[src/rtl/vjtag_gpio_bank_if.sv]
// vjtag_gpio_bank_if
//   Host-side bus bundle between vjtag_host and the GPIO bank.
//   Ports carried:
//     address  host byte address (AW bits)
//     wvalid   write request          wdata   write data (DW bits)
//     wready   write accept (slave)
//     rvalid   read request           rready  read accept (slave)
//     rrvalid  read response valid    rdata   read response data (DW bits)
//   Modports: master = vjtag_host side, slave = GPIO bank side.
interface vjtag_gpio_bank_if #(
    parameter int AW = 16,
    parameter int DW = 16
);
    logic [AW-1:0] address;
    logic          wvalid;
    logic [DW-1:0] wdata;
    logic          wready;
    logic          rvalid;
    logic          rready;
    logic          rrvalid;
    logic [DW-1:0] rdata;

    modport master (
        output address, wvalid, wdata, rvalid,
        input  wready, rready, rrvalid, rdata
    );

    modport slave (
        input  address, wvalid, wdata, rvalid,
        output wready, rready, rrvalid, rdata
    );
endinterface

[src/rtl/vjtag_gpio_bank.sv]
// vjtag_gpio_bank
//   Multi-channel GPIO slave on the vjtag_host bus. Each channel has an
//   output register, a synchronised input, sticky change-detect bits
//   (write-1-to-clear) and a toggle port. irq is the registered OR of all
//   change-detect bits.
//   Ports:
//     clk         system clock
//     rst         synchronous reset, active-high (overrides everything)
//     soft_rst_n  host soft reset, active-low: clears OUT, EDGE and irq only
//     bus         vjtag_gpio_bank_if slave modport (always-ready host bus)
//     gpio_in     asynchronous pin inputs, channel c = [c*DW +: DW]
//     gpio_out    registered pin outputs
//     irq         pending-change interrupt, registered
//   Register map per channel c at BASE + 16*c:
//     +0x0 OUT (RW), +0x4 IN (RO), +0x8 EDGE (RW1C), +0xC TGL (WO, reads 0)
module vjtag_gpio_bank #(
    parameter int            AW      = 16,
    parameter int            DW      = 16,
    parameter int            NCH     = 2,
    parameter int            BASE    = 0,
    parameter int            SYNC    = 2,
    parameter logic [DW-1:0] OUT_RST = '0
) (
    input  logic                  clk,
    input  logic                  rst,
    input  logic                  soft_rst_n,
    vjtag_gpio_bank_if.slave      bus,
    input  logic [NCH*DW-1:0]     gpio_in,
    output logic [NCH*DW-1:0]     gpio_out,
    output logic                  irq
);

    localparam int                CW       = AW - 4;
    localparam int                WCW      = $clog2(SYNC + 2);
    localparam logic [WCW-1:0]    WARM_MAX = WCW'(SYNC + 1);
    localparam logic [1:0]        REG_OUT  = 2'd0;
    localparam logic [1:0]        REG_IN   = 2'd1;
    localparam logic [1:0]        REG_EDGE = 2'd2;
    localparam logic [1:0]        REG_TGL  = 2'd3;
    localparam logic [NCH*DW-1:0] ZERO_BUS = {(NCH*DW){1'b0}};
    localparam logic [DW-1:0]     ZERO_W   = {DW{1'b0}};

    logic [NCH*DW-1:0] sync_r [SYNC];
    logic [NCH*DW-1:0] prev_r;
    logic [NCH*DW-1:0] out_r;
    logic [NCH*DW-1:0] edge_r;
    logic [NCH*DW-1:0] in_s;
    logic [NCH*DW-1:0] set_s;
    logic [NCH*DW-1:0] w1c_s;
    logic [NCH*DW-1:0] out_nxt_s;
    logic [NCH*DW-1:0] edge_nxt_s;
    logic [WCW-1:0]    warm_r;
    logic              warm_done_s;
    logic [AW-1:0]     off_s;
    logic [CW-1:0]     ch_s;
    logic [1:0]        reg_s;
    logic              mapped_s;
    logic              wr_en_s;
    logic [DW-1:0]     rd_s;
    logic              rrvalid_r;
    logic [DW-1:0]     rdata_r;
    logic              irq_r;

    assign in_s        = sync_r[SYNC-1];
    assign warm_done_s = (warm_r == WARM_MAX);
    // Change detection stays masked until the synchroniser has flushed the
    // zeros loaded at reset, so pins already high at reset raise no EDGE.
    assign set_s       = warm_done_s ? (in_s ^ prev_r) : ZERO_BUS;

    // Address decode relative to BASE; below BASE the subtraction wraps and
    // the explicit compare rejects it.
    assign off_s    = bus.address - AW'(BASE);
    assign ch_s     = off_s[AW-1:4];
    assign reg_s    = off_s[3:2];
    assign mapped_s = (bus.address >= AW'(BASE)) && (off_s[1:0] == 2'b00) &&
                      (ch_s < CW'(NCH));
    assign wr_en_s  = bus.wvalid && mapped_s && soft_rst_n;

    // Next-state for OUT/TGL writes and EDGE write-1-to-clear (set wins).
    always_comb begin
        out_nxt_s = out_r;
        w1c_s     = ZERO_BUS;
        for (int c = 0; c < NCH; c++) begin
            if (wr_en_s && (ch_s == CW'(c))) begin
                case (reg_s)
                    REG_OUT:  out_nxt_s[c*DW +: DW] = bus.wdata;
                    REG_TGL:  out_nxt_s[c*DW +: DW] = out_r[c*DW +: DW] ^ bus.wdata;
                    REG_EDGE: w1c_s[c*DW +: DW]     = bus.wdata;
                    default:  out_nxt_s[c*DW +: DW] = out_r[c*DW +: DW];
                endcase
            end else begin
                out_nxt_s[c*DW +: DW] = out_r[c*DW +: DW];
            end
        end
        edge_nxt_s = (edge_r & ~w1c_s) | set_s;
    end

    // Read data mux; TGL and unmapped addresses return zero.
    always_comb begin
        rd_s = ZERO_W;
        for (int c = 0; c < NCH; c++) begin
            if (mapped_s && (ch_s == CW'(c))) begin
                case (reg_s)
                    REG_OUT:  rd_s = out_r[c*DW +: DW];
                    REG_IN:   rd_s = in_s[c*DW +: DW];
                    REG_EDGE: rd_s = edge_r[c*DW +: DW];
                    default:  rd_s = ZERO_W;
                endcase
            end else begin
                rd_s = rd_s;
            end
        end
    end

    // Input synchroniser, previous-value register and warm-up counter.
    always_ff @(posedge clk) begin
        if (rst) begin
            for (int i = 0; i < SYNC; i++) begin
                sync_r[i] <= ZERO_BUS;
            end
            prev_r <= ZERO_BUS;
            warm_r <= {WCW{1'b0}};
        end else begin
            sync_r[0] <= gpio_in;
            for (int i = 1; i < SYNC; i++) begin
                sync_r[i] <= sync_r[i-1];
            end
            prev_r <= in_s;
            if (!warm_done_s) begin
                warm_r <= warm_r + WCW'(1);
            end else begin
                warm_r <= warm_r;
            end
        end
    end

    // Output, sticky-edge and interrupt registers with hard and soft reset.
    always_ff @(posedge clk) begin
        if (rst) begin
            out_r  <= {NCH{OUT_RST}};
            edge_r <= ZERO_BUS;
            irq_r  <= 1'b0;
        end else if (!soft_rst_n) begin
            out_r  <= {NCH{OUT_RST}};
            edge_r <= ZERO_BUS;
            irq_r  <= 1'b0;
        end else begin
            out_r  <= out_nxt_s;
            edge_r <= edge_nxt_s;
            irq_r  <= |edge_r;
        end
    end

    // Read response: one-cycle rrvalid pulse, rdata held between reads.
    always_ff @(posedge clk) begin
        if (rst) begin
            rrvalid_r <= 1'b0;
            rdata_r   <= ZERO_W;
        end else begin
            rrvalid_r <= bus.rvalid;
            if (bus.rvalid) begin
                rdata_r <= rd_s;
            end else begin
                rdata_r <= rdata_r;
            end
        end
    end

    assign bus.wready  = 1'b1;
    assign bus.rready  = 1'b1;
    assign bus.rrvalid = rrvalid_r;
    assign bus.rdata   = rdata_r;
    assign gpio_out    = out_r;
    assign irq         = irq_r;

endmodule

[src/flat_wrapper.sv]
// flat-port wrapper written by rule: the top's interface ports become plain ports
module vjtag_gpio_bank_flat 
#(
    parameter int            AW      = 16,
    parameter int            DW      = 16,
    parameter int            NCH     = 2,
    parameter int            BASE    = 0,
    parameter int            SYNC    = 2,
    parameter logic [DW-1:0] OUT_RST = '0
)
  (clk, rst, soft_rst_n, gpio_in, gpio_out, irq, bus_address, bus_wvalid, bus_wdata, bus_rvalid, bus_wready, bus_rready, bus_rrvalid, bus_rdata);
  vjtag_gpio_bank_if #(.AW(AW), .DW(DW)) bus_i ();
  input  logic clk;
  input  logic rst;
  input  logic soft_rst_n;
  input  logic [NCH*DW-1:0] gpio_in;
  output logic [NCH*DW-1:0] gpio_out;
  output logic irq;
  input wire logic [$bits(bus_i.address)-1:0] bus_address;
  input wire logic [$bits(bus_i.wvalid)-1:0] bus_wvalid;
  input wire logic [$bits(bus_i.wdata)-1:0] bus_wdata;
  input wire logic [$bits(bus_i.rvalid)-1:0] bus_rvalid;
  output wire logic [$bits(bus_i.wready)-1:0] bus_wready;
  output wire logic [$bits(bus_i.rready)-1:0] bus_rready;
  output wire logic [$bits(bus_i.rrvalid)-1:0] bus_rrvalid;
  output wire logic [$bits(bus_i.rdata)-1:0] bus_rdata;
  assign bus_i.address = bus_address;
  assign bus_i.wvalid = bus_wvalid;
  assign bus_i.wdata = bus_wdata;
  assign bus_i.rvalid = bus_rvalid;
  assign bus_wready = bus_i.wready;
  assign bus_rready = bus_i.rready;
  assign bus_rrvalid = bus_i.rrvalid;
  assign bus_rdata = bus_i.rdata;
  vjtag_gpio_bank #(.AW(AW), .DW(DW), .NCH(NCH), .BASE(BASE), .SYNC(SYNC), .OUT_RST(OUT_RST)) u_core (.clk(clk), .rst(rst), .soft_rst_n(soft_rst_n), .bus(bus_i), .gpio_in(gpio_in), .gpio_out(gpio_out), .irq(irq));
endmodule
[config.mk]
export PLATFORM = sky130hd
export DESIGN_NAME = vjtag_gpio_bank_flat
export DESIGN_NICKNAME = d
export VERILOG_FILES = /design/src/rtl/vjtag_gpio_bank_if.sv /design/src/rtl/vjtag_gpio_bank.sv /design/src/flat_wrapper.sv
export SDC_FILE = /design/constraint.sdc
export NUM_CORES = 1
export LEC_CHECK = 0
export ABC_AREA = 1
export CAP_MARGIN = 20
export CORE_UTILIZATION = 60
export CTS_CLUSTER_DIAMETER = 150
export DETAILED_ROUTE_END_ITERATION = 6
export DONT_BUFFER_PORTS = 1
export PLACE_DENSITY = 0.78
export SLEW_MARGIN = 15
export SYNTH_ARGS = -nofsm -noshare
export SYNTH_HDL_FRONTEND = slang
export SYNTH_SLANG_ARGS = --single-unit
[constraint.sdc]
create_clock -name clk -period 1.6 [get_ports clk]
set_input_delay 0.24 -clock clk [delete_from_list [all_inputs] [get_ports clk]]
set_output_delay 0.24 -clock clk [all_outputs]
set_load 0.1 [all_outputs]
==> impl_metrics.yaml <==
status:
  outcome: "completed"
sta:
  fmax_ghz: 0.6279
  hold_violations: 0
  rsz0062_at_grt: "false"
  fin_worst_skew_ns: 0.008449
  slew_viol_final: 0
  maxSlewHeadroom_pct: 56.73
  fin_ws_ns: 0.007373
  tns_ns: 0
  fin_crit_ns: 1.593
  setup_violations: 0
  tightest_slew_ns: 0.6431
  finalCritPeriodShare_pct: 99.54
power_and_ir_drop:
  combPwrFrac_pct: 7.8
  p_sw_mw: 2.272
  pwr-share-seq_pct: 47.7
  p_sw_share_pct: 23.17
  p_clk_share_pct: 44.5
  peakVddDrop_mv: 0.8223
  power_mw: 9.804
  power_density_nw_per_um2: 1027
  intPower_mw: 7.533
  p_leak_nw: 4.083
setup_path:
  r2r_end: "u_core.bus.rdata[1]$_SDFFE_PP0P_"
  cp_max_fo: 4
  worstPathArrival_ns: 1.91
  rrSetupSlack_ns: 0.007
  start_kind: "flip-flop"
  setup.worst_path.start: "u_core.gpio_out[17]$_SDFFE_PP0P_"
  critPathCapture: "u_core.bus.rdata[1]$_SDFFE_PP0P_"
  worstSetupPathType: "reg -> reg"
  reg2reg_depth: 5
  timing.rr.start: "u_core.gpio_out[17]$_SDFFE_PP0P_"
  end_kind: "flip-flop"
  worst_ep_required_time_ns: 1.92
logic_synthesis:
  ys_top_cells_by_count: "nand2_1, dfxtp_1, a21oi_1, inv_1, nor2_1"
  synth_top_flop_cell: "dfxtp_1"
  synth_edf_count: 0
  synth_most_common_cell: "nand2_1"
  ys_async_sr_fraction_pct: 0
  syn_area_sq_um: 7702
  synth_top_area_cell: "dfxtp_1"
  yosys.area.top_type_share_pct: 46.78
  ys_types: 31
  synthTopCellsByArea: "dfxtp_1, nand2_1, a21oi_1"
  yosys_warnings: 0
  synth.avg_cell_area_sq_um: 7.544
  ys_ff_latch: 180
  ys_seq_area_share_pct: 46.78
  syn_inst: 1021
placement:
  portBuffers: 0
  placed_area_sq_um: 8324
  hpwl_mm: 13.25
  place_inst: 1211
  dp_slack_ns: 0.03292
  place.gp.congestion: 0.9066
worst_hold_path:
  holdCritPathClass: "in -> reg"
die:
  fp.dieArea_sq_um: 13290
  rows: 41
  die_h_um: 115.3
  die_x_um: 115.3
  pin_count: 121
  start_util_pct: 61.28
  placeableCoreArea_sq_um: 12570
global_routing:
  antenna_found_initial: 0
  grt_usage_pct: 30.72
  grt_pass1_vias: 6414
  grt_pass1_wl_mm: 31.10
  grt_max_degree: 69
  globalRoute.totalOverflow: 0
clocking:
  h-tree-depth: 4
  cts_tree: "built"
  cts_inserted_buffers: 17
  cts-root-buf: "clkbuf_16"
  path_clk_slew_ns: 0.07
  cts_sinks: 180
  insertion_delay_ns: 0.43
  cts_buffer_depth: 2
finish:
  stdcell_area_sq_um: 9543
  areaGrowthSynthToFinish_pct: 23.90
  diodes: 0
  multi_input_area_sq_um: 3339
  final_nets: 1189
  stdcell_count: 1299
  seqCellArea_sq_um: 3607
  layout-drive-gt1-share_pct: 11.71
  num-fill-cells: 1007
detailed_routing:
  antenna_left: 0
  drc: 0
  wl_per_cell_um: 15.48
  viasPerCell: 5.543
  drt_iter0_drc: 987
  vias: 7200
  dr.pass1.iters: 6
  wirelength_mm: 20.11
flow_run:
  cap_violations: 0
-- layout by cell type (no fill, tap or decap), types with 3 or more instances in the layout --
| master | count |
|---|---|
| nand2_1 | 182 |
| dfxtp_1 | 177 |
| a21oi_1 | 128 |
| inv_1 | 118 |
| nor2_1 | 105 |
| o21ai_0 | 76 |
| buf_4 | 68 |
| dlygate4sd3_1 | 55 |
| nand4_1 | 35 |
| xor2_1 | 33 |
| nand3_1 | 32 |
| o21ai_1 | 20 |
| clkbuf_16 | 17 |
| o2111ai_1 | 15 |
| buf_12 | 10 |
| nor4_1 | 8 |
| ha_1 | 6 |
| clkbuf_8 | 4 |
| clkinv_4 | 4 |
| nor2_4 | 3 |
| nand3_4 | 3 |
| nand3_2 | 3 |
| bufinv_16 | 3 |
| dfxtp_2 | 3 |
-- power by group through the flow --
stage	sequential [mW]	clock, mW	combinational [mW]
CTS	4.67	4.40	0.742
finish	4.68	4.37	0.761
floorplan	4.77	0	0.500
global placement	4.77	0	0.607
global route	4.69	4.58	0.836
detailed placement	4.77	0	0.619
-- how the worst min path moves through the flow --
stage | startpoint | endpoint | cells past startpoint | slack [ns]
after floorplan | gpio_in[0] | u_core.sync_r[0][0]$_SDFF_PP0_ | 2 | 0.35
after global placement | rst | u_core.sync_r[0][11]$_SDFF_PP0_ | 1 | 0.32
after detailed placement | rst | u_core.sync_r[0][18]$_SDFF_PP0_ | 1 | 0.32
after CTS | bus_wdata[7] | u_core.edge_r[23]$_SDFF_PP0_ | 3 | 0.09
after global routing | bus_wdata[1] | u_core.gpio_out[17]$_SDFFE_PP0P_ | 4 | 0.13
final | bus_wdata[4] | u_core.edge_r[4]$_SDFF_PP0_ | 3 | 0.1
-- per-stage QoR --
step	hold slack, ns	utilization, %
finish	0.09850	75.93
global route	0.1306	75.93
CTS	0.08573	75.85
detailed placement	0.3209	66.23
global placement	0.3212	66.23
floorplan	0.3470	-
-- cell families after synthesis --
family	synth area share [%]
AOI/OAI and AO/OA	16.37
buffers and inverters	9.990
other	0.04869
adders and majority gates	0.9746
xor gates and xnor gates	3.752
DFF	46.78
and+or+nand+nor	22.08
-- state kept, by name (all words and copies together), names as in the netlist --
register	count
u_core.irq	1
u_core.sync_r	64
u_core.bus.rrvalid	1
u_core.gpio_out	32
u_core.warm_r	2
u_core.edge_r	32
u_core.prev_r	32
u_core.bus.rdata	16
-- metal layers --
layer	track usage (%)	wire, um	vias up
met5	0	0	-
met4	16.19	852	0
met3	7.327	1778	76
li1	-	-	3496
met2	48.78	9189	384
met1	38.79	8288	3244
-- worst max-delay path, stage by stage (launching register included) --
cell and delay [ns]:
dfxtp_1 0.36, nand2_1 0.11, nand3_1 0.10, o2111ai_1 0.26, a21oi_1 0.10, dlygate4sd3_1 0.56
-- cell type report --
type | instances | share of cell area [%]
Clock buffer | 22 | 5.074
Clock inverter | 10 | 1.534
Inverter | 122 | 4.838
Multi-Input combinational cell | 659 | 34.99
Sequential cell | 180 | 37.80
Tap cell | 172 | 2.255
Timing Repair Buffer | 134 | 13.50
-- repair_timing --
| item | CTS | global route |
|---|---|---|
| gates resized for setup | 0 | 4 |
| buffers inserted | 0 | 0 |
| endpoints found under the setup margin | 0 | 2 |
| hold buffers | 56 | 0 |
| endpoints found under the hold margin | 115 | 0 |
No activity file was read; power rests on OpenSTA's default activity.
